**src/rtl/stream_unpacker_pkg.sv**
```systemverilog
// rtl/stream_unpacker_pkg.sv - shared types and helpers for stream_unpacker
//
// Purpose: state enum for the unpacker FSM and a helper that sizes the word index.
// Ports:   none (package).

package stream_unpacker_pkg;

    // IDLE: no word held on data_out. EMIT: a word is presented on data_out.
    typedef enum logic {
        IDLE = 1'b0,
        EMIT = 1'b1
    } su_state_e;

    // Index width: $clog2 of the word count, but never narrower than one bit.
    function automatic int idx_width(input int n);
        return (n > 1) ? $clog2(n) : 1;
    endfunction

endpackage

```
**src/rtl/stream_unpacker.sv**
```systemverilog
// rtl/stream_unpacker.sv - splits one wide beat into NUM_WORDS narrow words, word 0 first
//
// Purpose: accepts a packed beat of NUM_WORDS words of DATA_WIDTH bits, holds it,
//          and presents the words one per cycle on a registered valid/ready output.
//          A new beat is accepted in the same cycle the last word leaves, so a
//          continuous stream runs without bubbles.
// Optional feature: define STREAM_UNPACKER_LAST_EN to add data_out_last, a
//          registered flag marking the final word of each beat.
// Ports:
//   clk            clock, rising edge
//   rst            synchronous active-high reset
//   data_in        packed beat, word k at [k*DATA_WIDTH +: DATA_WIDTH]
//   data_in_valid  upstream beat valid
//   data_in_ready  beat accepted this cycle when valid (combinational from data_out_ready)
//   data_out       current word (registered)
//   data_out_valid current word valid (registered)
//   data_out_ready downstream takes the word
//   data_out_last  (STREAM_UNPACKER_LAST_EN only) final word of the beat

module stream_unpacker
    import stream_unpacker_pkg::*;
#(
    parameter int DATA_WIDTH = 32,
    parameter int NUM_WORDS  = 4
) (
    input  logic                             clk,
    input  logic                             rst,
    input  logic [DATA_WIDTH*NUM_WORDS-1:0]  data_in,
    input  logic                             data_in_valid,
    output logic                             data_in_ready,
    output logic [DATA_WIDTH-1:0]            data_out,
    output logic                             data_out_valid,
    input  logic                             data_out_ready
`ifdef STREAM_UNPACKER_LAST_EN
    ,
    output logic                             data_out_last
`endif
);

    localparam int                IDX_W    = idx_width(NUM_WORDS);
    localparam logic [IDX_W-1:0]  LAST_IDX = IDX_W'(NUM_WORDS - 1);

    su_state_e                          state_q, state_d;
    logic [IDX_W-1:0]                   idx_q, idx_d;
    logic [IDX_W-1:0]                   nxt_idx;
    logic [DATA_WIDTH*NUM_WORDS-1:0]    hold_q, hold_d;
    logic [DATA_WIDTH-1:0]              dout_q, dout_d;
    logic                               in_fire;
    logic                               out_fire;

    // Ready while empty, or while the final word of the held beat is leaving,
    // so the next beat lands with no idle cycle in between.
    assign data_in_ready  = (state_q == IDLE) || (data_out_ready && (idx_q == LAST_IDX));
    assign in_fire        = data_in_valid && data_in_ready;
    assign out_fire       = (state_q == EMIT) && data_out_ready;

    assign data_out       = dout_q;
    assign data_out_valid = (state_q == EMIT);

    // Saturate at the last index so the part-select below stays in range,
    // including the single-word case where idx is always 0.
    assign nxt_idx = (idx_q == LAST_IDX) ? idx_q : idx_q + IDX_W'(1);

    always_comb begin
        state_d = state_q;
        idx_d   = idx_q;
        hold_d  = hold_q;
        dout_d  = dout_q;
        if (in_fire) begin
            hold_d  = data_in;
            dout_d  = data_in[DATA_WIDTH-1:0];
            idx_d   = '0;
            state_d = EMIT;
        end else if (out_fire) begin
            if (idx_q == LAST_IDX) begin
                state_d = IDLE;
            end else begin
                dout_d = hold_q[int'(nxt_idx) * DATA_WIDTH +: DATA_WIDTH];
                idx_d  = nxt_idx;
            end
        end
    end

    always_ff @(posedge clk) begin
        if (rst) begin
            state_q <= IDLE;
            idx_q   <= '0;
            hold_q  <= '0;
            dout_q  <= '0;
        end else begin
            state_q <= state_d;
            idx_q   <= idx_d;
            hold_q  <= hold_d;
            dout_q  <= dout_d;
        end
    end

`ifdef STREAM_UNPACKER_LAST_EN
    logic last_q;

    // Tracks "valid and idx at last word" one step ahead so the flag is a flop.
    always_ff @(posedge clk) begin
        if (rst) begin
            last_q <= 1'b0;
        end else if (in_fire) begin
            last_q <= (LAST_IDX == '0);
        end else if (out_fire) begin
            last_q <= (idx_q != LAST_IDX) && (nxt_idx == LAST_IDX);
        end
    end

    assign data_out_last = last_q;
`endif

endmodule

```
**config.mk**
```make
export PLATFORM = sky130hd
export DESIGN_NAME = stream_unpacker
export DESIGN_NICKNAME = d
export VERILOG_FILES = /design/src/rtl/stream_unpacker_pkg.sv /design/src/rtl/stream_unpacker.sv
export SDC_FILE = /design/constraint.sdc
export NUM_CORES = 1
export LEC_CHECK = 0
export BUFFER_PORTS_ARGS = -buffer_cell sky130_fd_sc_hd__buf_2
export CAP_MARGIN = 20
export CORE_ASPECT_RATIO = 0.5
export CORE_UTILIZATION = 31
export CTS_BUF_LIST = sky130_fd_sc_hd__clkbuf_4
export CTS_CLUSTER_DIAMETER = 50
export DETAILED_ROUTE_END_ITERATION = 10
export REMOVE_ABC_BUFFERS = 1
export SYNTH_ARGS = -nofsm -noshare
export SYNTH_HDL_FRONTEND = slang
export SYNTH_SLANG_ARGS = --single-unit
```
**constraint.sdc**
```tcl
create_clock -name clk -period 4.1 [get_ports clk]
set_clock_uncertainty 0.1 [all_clocks]
set_input_delay 0.82 -clock clk [delete_from_list [all_inputs] [get_ports clk]]
set_output_delay 0.82 -clock clk [all_outputs]
set_load 0.005 [all_outputs]
```
==> flow_metrics.tcl, run 1 <==
set metrics [dict create \
    postCtsSetupRepairBufs 0 \
    cap_violations 0 \
    wl_mm 14.6 \
    layout_commonest_cell "nand2_1" \
    final-max-slew-violation-count 0 \
    num-nets-final 985 \
    gr-total-overflow 0 \
    gp_congestion 0.777 \
    synth_sequential_area_ratio 0.461 \
    worstPathRequired_ps 3180 \
    viasPerCell 4.63 \
    power.switching_uw 782 \
    grt_pass1_wl_mm 23.6 \
    finalSetupViolations 0 \
    antenna_found_initial 1 \
    synth_cell_types 23 \
    worstSetupStartpointType "register" \
    io_buffers 165 \
    max_freq_mhz 393 \
    finalSetupTns_ps 0 \
    avgSynthCellArea_sq_um 7.86 \
    drtPass1Iterations 5 \
    syn-cell-area_sq_um 5690 \
    rsz0062_at_grt "no" \
    numCtsBuffers 17 \
    fp-row-count 34 \
    ant_nets 0 \
    layout_common_cells "nand2_1, buf_2, dfxtp_1" \
    hold_viol 0 \
    dp_hpwl_mm 9.68 \
    worst_pin_slew_ps 975 \
    cts_root_buffer "clkbuf_4" \
    max-clock-path-buffers 2 \
    grt_start_max_net_pins 80 \
    ios 166 \
    drive_gt1_frac 0.268 \
    fin_cells 1101 \
    die-area_sq_um 18900 \
    synth-seq-cells 131 \
    grt_usage 0.155 \
    cp_max_fo 23 \
    worstSetupPathType "reg2out" \
    min_period_ps 2540 \
    drc_errors 0 \
    vias 5102 \
    pwr-share-clk 0.318 \
    p_seq_frac 0.535 \
    cts_tree "done" \
    arrival_ps 1620 \
    highest_layer "met4" \
    cts_sinks 131 \
    path_clk_slew_ps 130 \
    p_int_uw 1830 \
    grt_pass1_vias 4833 \
    cts-hold-fix-buffers 0 \
    syn_to_final_growth_pct 19.6 \
    ys_warn_count 0 \
    holdWs_ps 360 \
    wl_per_cell_um 13.3 \
    p_per_area_nw_per_um2 384 \
    slew_headroom 0.350 \
    ctsResizeCount 0 \
    initial_core_util 0.322 \
    status "finished clean" \
    die_h_um 97.8 \
    p_leak_uw 0.00269 \
    insertion_delay_ps 500 \
    drt_iter0_markers 235 \
    p_sw_frac 0.299 \
    vdd_ir_drop_max_mv 0.156 \
    hp-class "reg2reg" \
    dp.cells 1068 \
    comb_power_share 0.148 \
    wl_met1_mm 6.89 \
    wl_met2_mm 7.15 \
    route.met3.wl_um 364 \
    post-route-period-util 0.620 \
    design.core.area_sq_um 17700 \
    cp-end-kind "primary output" \
    cts-htree-levels 4 \
    die_w_um 194 \
    nFillCells 1903 \
    syn_inst 724 \
]
-- power by group through the flow --
stage | combinational, uW | clock (uW) | sequential [uW]
4_1_cts | 392 | 875 | 1400
5_1_grt | 432 | 936 | 1410
3_5_place_dp | 392 | 0 | 1430
2_1_floorplan | 207 | 0 | 1430
6_report | 386 | 831 | 1400
3_3_place_gp | 385 | 0 | 1430
-- routing by layer --
metal,vias to the layer above,track usage
li1,2660,-
met1,2360,0.191
met2,68,0.272
met3,14,0.0318
met4,0,0.0511
met5,-,0
-- cells in the mapped netlist, drive strengths merged --
cell | number | area (sq um)
inv | 1 | 3.75
a21bo | 1 | 10.0
o22a | 1 | 8.76
nand3 | 1 | 10.0
buf | 43 | 303
a22oi | 1 | 7.51
a21boi | 2 | 18.8
a21oi | 98 | 490
xor2 | 1 | 8.76
nor2 | 35 | 131
nor2b | 1 | 6.26
and2 | 1 | 6.26
dfxtp | 131 | 2620
nand2 | 289 | 1080
mux2i | 32 | 320
clkbuf | 20 | 75.1
nor3b | 1 | 7.51
a311oi | 32 | 412
o21ai | 33 | 165
-- worst paths after layout --
| kind | startpoint | to | cells past startpoint | slack [ps] |
|---|---|---|---|---|
| setup / recovery | idx_q[1]$_SDFFE_PP0P_ | data_in_ready | 3 | 1560 |
| hold / removal | hold_q[59]$_SDFFE_PP0P_ | hold_q[59]$_SDFFE_PP0P_ | 2 | 360 |
| setup reg to reg | data_out_valid$_SDFFE_PP0P_ | data_out[7]$_SDFFE_PP0P_ | 5 | 1670 |
| hold reg to reg | hold_q[59]$_SDFFE_PP0P_ | hold_q[59]$_SDFFE_PP0P_ | 2 | 360 |
-- flip-flops by register name (all words and copies together) (netlist names) --
register        count
idx_q               2
hold_q             96
data_out_valid      1
data_out           32
-- stage by stage --
step / area, sq um / worst slack (ps) / total power [uW] / utilization
after floorplan: 5310 / -721 / 1640 / -
after global placement: 6540 / 1490 / 1810 / 0.370
after CTS: 6800 / 1470 / 2670 / 0.385
after detailed placement: 6540 / 1430 / 1820 / 0.370
final: 6810 / 1560 / 2620 / 0.385
after global routing: 6810 / 1420 / 2780 / 0.385
-- worst max-delay path: stages (launching register included) --
cell and delay (ps):
dfxtp_2 620, nand3_2 220, nand2_1 140, buf_2 140
-- kinds of logic after synthesis --
logic type,count (synthesis),synth area share
AND/OR/NAND/NOR,328,0.219
AO/OA/AOI/OAI,168,0.195
flip-flops,131,0.461
buffers and inverters,64,0.0670
multiplexers,32,0.0563
XOR/XNOR,1,0.00154
-- cell type report --
cell class,count,area (sq um),area share
antenna,1,2.50,0.000368
clock buffer,18,135,0.0199
clock inverter,14,130,0.0191
inverter,1,3.75,0.000552
multi-input combinational,529,2700,0.397
sequential,131,2630,0.386
tap,234,293,0.0430
timing repair buffer,173,913,0.134
Note: power is estimated with default switching activity, not from simulation.
==> inputs of run 2 (changes only) <==
clock period = 2.4 ns   (was 4.1 ns; I/O delays follow)
==> flow_metrics.tcl, run 2 (synthesis gave the netlist of run 1 again) <==
set metrics [dict create \
    die-area_sq_um 18900 \
    worstSetupStartpointType "register" \
    wl_per_cell_um 13.1 \
    layout_commonest_cell "nand2_1" \
    design.core.area_sq_um 17700 \
    dp_hpwl_mm 9.92 \
    grt_usage 0.154 \
    gr-total-overflow 0 \
    insertion_delay_ps 500 \
    gp_congestion 0.753 \
    grt_start_max_net_pins 95 \
    wl_mm 14.5 \
    diodes 0 \
    ant_nets 0 \
    postCtsSetupRepairBufs 0 \
    hp-class "in2reg" \
    min_period_ps 1950 \
    syn_to_final_growth_pct 23.0 \
    grt_pass1_wl_mm 23.7 \
    hold_viol 0 \
    viasPerCell 4.66 \
    max-clock-path-buffers 2 \
    largest_register "hold_q" \
    worstPathRequired_ps 2730 \
    grt_pass1_vias 5057 \
    layout_common_cells "nand2_1, buf_2, dfxtp_1" \
    cts_tree "done" \
    holdWs_ps 93.3 \
    p_leak_uw 0.00280 \
    drt_iter0_markers 250 \
    io_buffers 165 \
    cts-hold-fix-buffers 0 \
    path_clk_slew_ps 130 \
    worstSetupPathType "reg2reg" \
    rsz0062_at_grt "no" \
    cts-htree-levels 4 \
    num-nets-final 993 \
    arrival_ps 2270 \
    cp_max_fo 16 \
    drtPass1Iterations 4 \
    p_per_area_nw_per_um2 682 \
    final_area_sq_um 7000 \
    die_h_um 97.8 \
    max_freq_mhz 514 \
    cts_root_buffer "clkbuf_4" \
    regArea_sq_um 2630 \
    multi_input_area_sq_um 2700 \
    utilization 0.397 \
    numCtsBuffers 17 \
    post-route-period-util 0.811 \
    largest_register_ffs 96 \
    finalSetupViolations 0 \
    antenna_found_initial 0 \
    drive_gt1_frac 0.275 \
    cts_sinks 131 \
    status "finished clean" \
    cap_violations 0 \
    worst_pin_slew_ps 659 \
    ios 166 \
    nFillCells 1856 \
    initial_core_util 0.322 \
    fp-row-count 34 \
    cp-end-kind "register" \
    ctsResizeCount 0 \
    slew_headroom 0.561 \
    final-max-slew-violation-count 0 \
    dpl_cell_area_sq_um 6670 \
    vias 5163 \
    vdd_ir_drop_max_mv 0.273 \
    die_w_um 194 \
    drc_errors 0 \
]
[run 2: cell count changes in the layout (fill, tap and decap cells not counted)]
cell / delta
buf_4: +2
clkinv_4: +1
clkinv_2: +1
diode_2: -1
inv_6: -3
clkbuf_4: +1
clkinvlp_4: -3
bufinv_16: +3
buf_12: +6
[run 2: path summary, 6_finish.rpt]
| check | start | depth (start not counted) | slack [ps] | to |
|---|---|---|---|---|
| max reg2reg | data_out_valid$_SDFFE_PP0P_ | 5 | 450 | data_out[27]$_SDFFE_PP0P_ |
| max | data_out_valid$_SDFFE_PP0P_ | 5 | 450 | data_out[27]$_SDFFE_PP0P_ |
| min reg2reg | hold_q[49]$_SDFFE_PP0P_ | 2 | 360 | hold_q[49]$_SDFFE_PP0P_ |
| min | data_in[61] | 3 | 90 | hold_q[61]$_SDFFE_PP0P_ |
[run 2: metal layers]
metal	global-route usage	vias up	wire, um
li1	-	2675	-
met1	0.188	2391	6560
met2	0.273	78	7270
met3	0.0301	19	436
met4	0.0535	0	228
met5	0	-	0
[run 2: per-stage QoR]
step | instances | total power, uW | setup TNS [ps] | setup WS (ps)
floorplan | 661 | 2800 | -290090 | -2420
global placement | 1076 | 3130 | 0 | 520
detailed placement | 1076 | 3150 | 0 | 456
CTS | 1108 | 4850 | 0 | 462
global route | 1108 | 5040 | 0 | 354
finish | 1108 | 4770 | 0 | 454
[run 2: worst max-delay path, stage by stage (launching register included)]
cell,delay (ps)
dfxtp_1,540
a21boi_1,230
o22a_2,410
buf_4,280
nor2_1,80
a311oi_2,250
[run 2: power breakdown]
group	total (uW)	internal [uW]	leakage, uW	switching [uW]
clock network	1690	851	0.000172	840
registers	2390	2320	0.00108	71.3
logic	693	310	0.00155	383
total	4770	3480	0.00280	1290
[run 2: layout make-up]
| type | instances | area share |
|---|---|---|
| Inverter | 1 | 0.000536 |
| Multi-Input combinational cell | 529 | 0.386 |
| Sequential cell | 131 | 0.375 |
| Tap cell | 234 | 0.0418 |
| Clock buffer | 19 | 0.0204 |
| Clock inverter | 13 | 0.0265 |
| Timing Repair Buffer | 181 | 0.150 |
==> inputs of run 3 (changes only) <==
clock period = 1.8 ns   (was 2.4 ns; I/O delays follow)
==> flow_metrics.tcl, run 3 (synthesis gave the netlist of run 1 again) <==
set metrics [dict create \
    die-area_sq_um 18900 \
    slowest_stage "dfxtp_4" \
    drc_errors 0 \
    layout_common_cells "nand2_1, buf_2, dfxtp_1" \
    wl_mm 16.1 \
    dp.cells 1076 \
    grt_usage 0.173 \
    slew_headroom 0.699 \
    min_period_ps 1680 \
    finalPower_uw 6110 \
    grt_start_max_net_pins 54 \
    ant_nets 0 \
    cp_max_fo 4 \
    cp-end-kind "primary output" \
    finalSetupViolations 0 \
    grt_pass1_vias 5783 \
    dpl_cell_area_sq_um 6720 \
    largest_register_ffs 96 \
    drtPass1Iterations 4 \
    drt_iter0_markers 178 \
    worst-path-buf-inv 1 \
    cpLargestDelayFamily "flip-flops" \
    fp-row-count 34 \
    initial_core_util 0.322 \
    antenna_found_initial 0 \
    status "finished clean" \
    worst_pin_slew_ps 452 \
    max_freq_mhz 595 \
    layout_commonest_cell "nand2_1" \
    slowest_delay_ps 400 \
    die_w_um 194 \
    grt_pass1_wl_mm 26.6 \
    diodes 0 \
    cts-htree-levels 4 \
    cap_violations 0 \
    hp-class "in2reg" \
    design.core.area_sq_um 17700 \
    p_leak_uw 0.00329 \
    r2r_slack_ps 230 \
    worstSetupPathType "reg2out" \
    gr-total-overflow 0 \
    utilization 0.467 \
    viasPerCell 4.64 \
    postCtsSetupRepairBufs 0 \
    max-clock-path-buffers 2 \
    io_buffers 165 \
    final_area_sq_um 8240 \
    worstPathRequired_ps 1340 \
    syn_to_final_growth_pct 44.8 \
    arrival_ps 1220 \
    insertion_delay_ps 510 \
    drive_gt1_frac 0.239 \
    path_clk_slew_ps 120 \
    vias 5725 \
    fin_cells 1235 \
    wl_per_cell_um 13.0 \
    cts_root_buffer "clkbuf_4" \
    cts_sinks 131 \
    largest_register "hold_q" \
    die_h_um 97.8 \
    ios 166 \
    post-route-period-util 0.934 \
    gp_congestion 0.751 \
    vdd_ir_drop_max_mv 0.342 \
    cts_tree "done" \
    final-max-slew-violation-count 0 \
    p_per_area_nw_per_um2 741 \
    worstSetupStartpointType "register" \
    numCtsBuffers 17 \
    dp_hpwl_mm 9.96 \
    hold_viol 0 \
    cp_cell_sequence "nand3_4 -> nand2_1 -> buf_2" \
    num-nets-final 1120 \
]
run 3: cell types whose count changed in the layout (fill, tap and decap cells not counted), sizes merged:
cell | before | now
clkbuf | 19 | 17
clkinv | 7 | 5
inv | 1 | 6
bufinv | 4 | 0
clkinvlp | 2 | 5
dlygate4sd3 | 0 | 127
run 3: report_power, final:
group          internal [uW]  switching [uW]  total [uW]  leakage, uW
Combinational            608             559        1170      0.00209
Clock                    553            1210        1760     0.000117
Sequential              3090            96.1        3180      0.00108
run 3: area by class of cell:
type / instances / area [sq um]
Fill cell: 1735 / 9410
Multi-Input combinational cell: 529 / 2710
Sequential cell: 131 / 2630
Timing Repair Buffer: 308 / 2370
Tap cell: 234 / 293
Clock buffer: 17 / 128
Clock inverter: 15 / 108
Inverter: 1 / 3.75
run 3: timing repair:
action / in CTS / in global routing
resized for setup: 1 / 3
endpoints found under the setup margin: 1 / 1
endpoints found under the hold margin: 125 / 2
hold buffers: 125 / 2
run 3: path summary, 6_finish.rpt:
| kind | depth (start not counted) | to | from |
|---|---|---|---|
| setup / recovery | 3 | data_in_ready | idx_q[0]$_SDFFE_PP0P_ |
| hold / removal | 3 | data_out[25]$_SDFFE_PP0P_ | data_in[25] |
| setup reg to reg | 5 | data_out[18]$_SDFFE_PP0P_ | data_out_valid$_SDFFE_PP0P_ |
| hold reg to reg | 2 | hold_q[74]$_SDFFE_PP0P_ | hold_q[74]$_SDFFE_PP0P_ |
run 3: worst min-delay path, delay by kind of cell:
kind	cells	cell delay, ps
AND/OR/NAND/NOR	1	70
buffers and inverters	1	100
AO/OA/AOI/OAI	1	80
run 3: layer usage:
layer / routed length (um) / share of wire / vias up / track usage
met4: 366 / 0.023 / 0 / 0.0757
met5: 0 / 0 / - / 0
met1: 7140 / 0.44 / 2679 / 0.198
met2: 8190 / 0.51 / 87 / 0.315
met3: 411 / 0.026 / 30 / 0.0335
li1: - / - / 2929 / -
run 3: through the flow:
stage / setup WS (ps) / setup TNS, ps / hold slack, ps
after floorplan: -3020 / -368030 / 328
after global routing: -1.91 / -1.91 / 16.4
after detailed placement: 78.0 / 0 / 347
after global placement: 137 / 0 / 342
after CTS: 8.56 / 0 / 3.08
final: 119 / 0 / 57.8
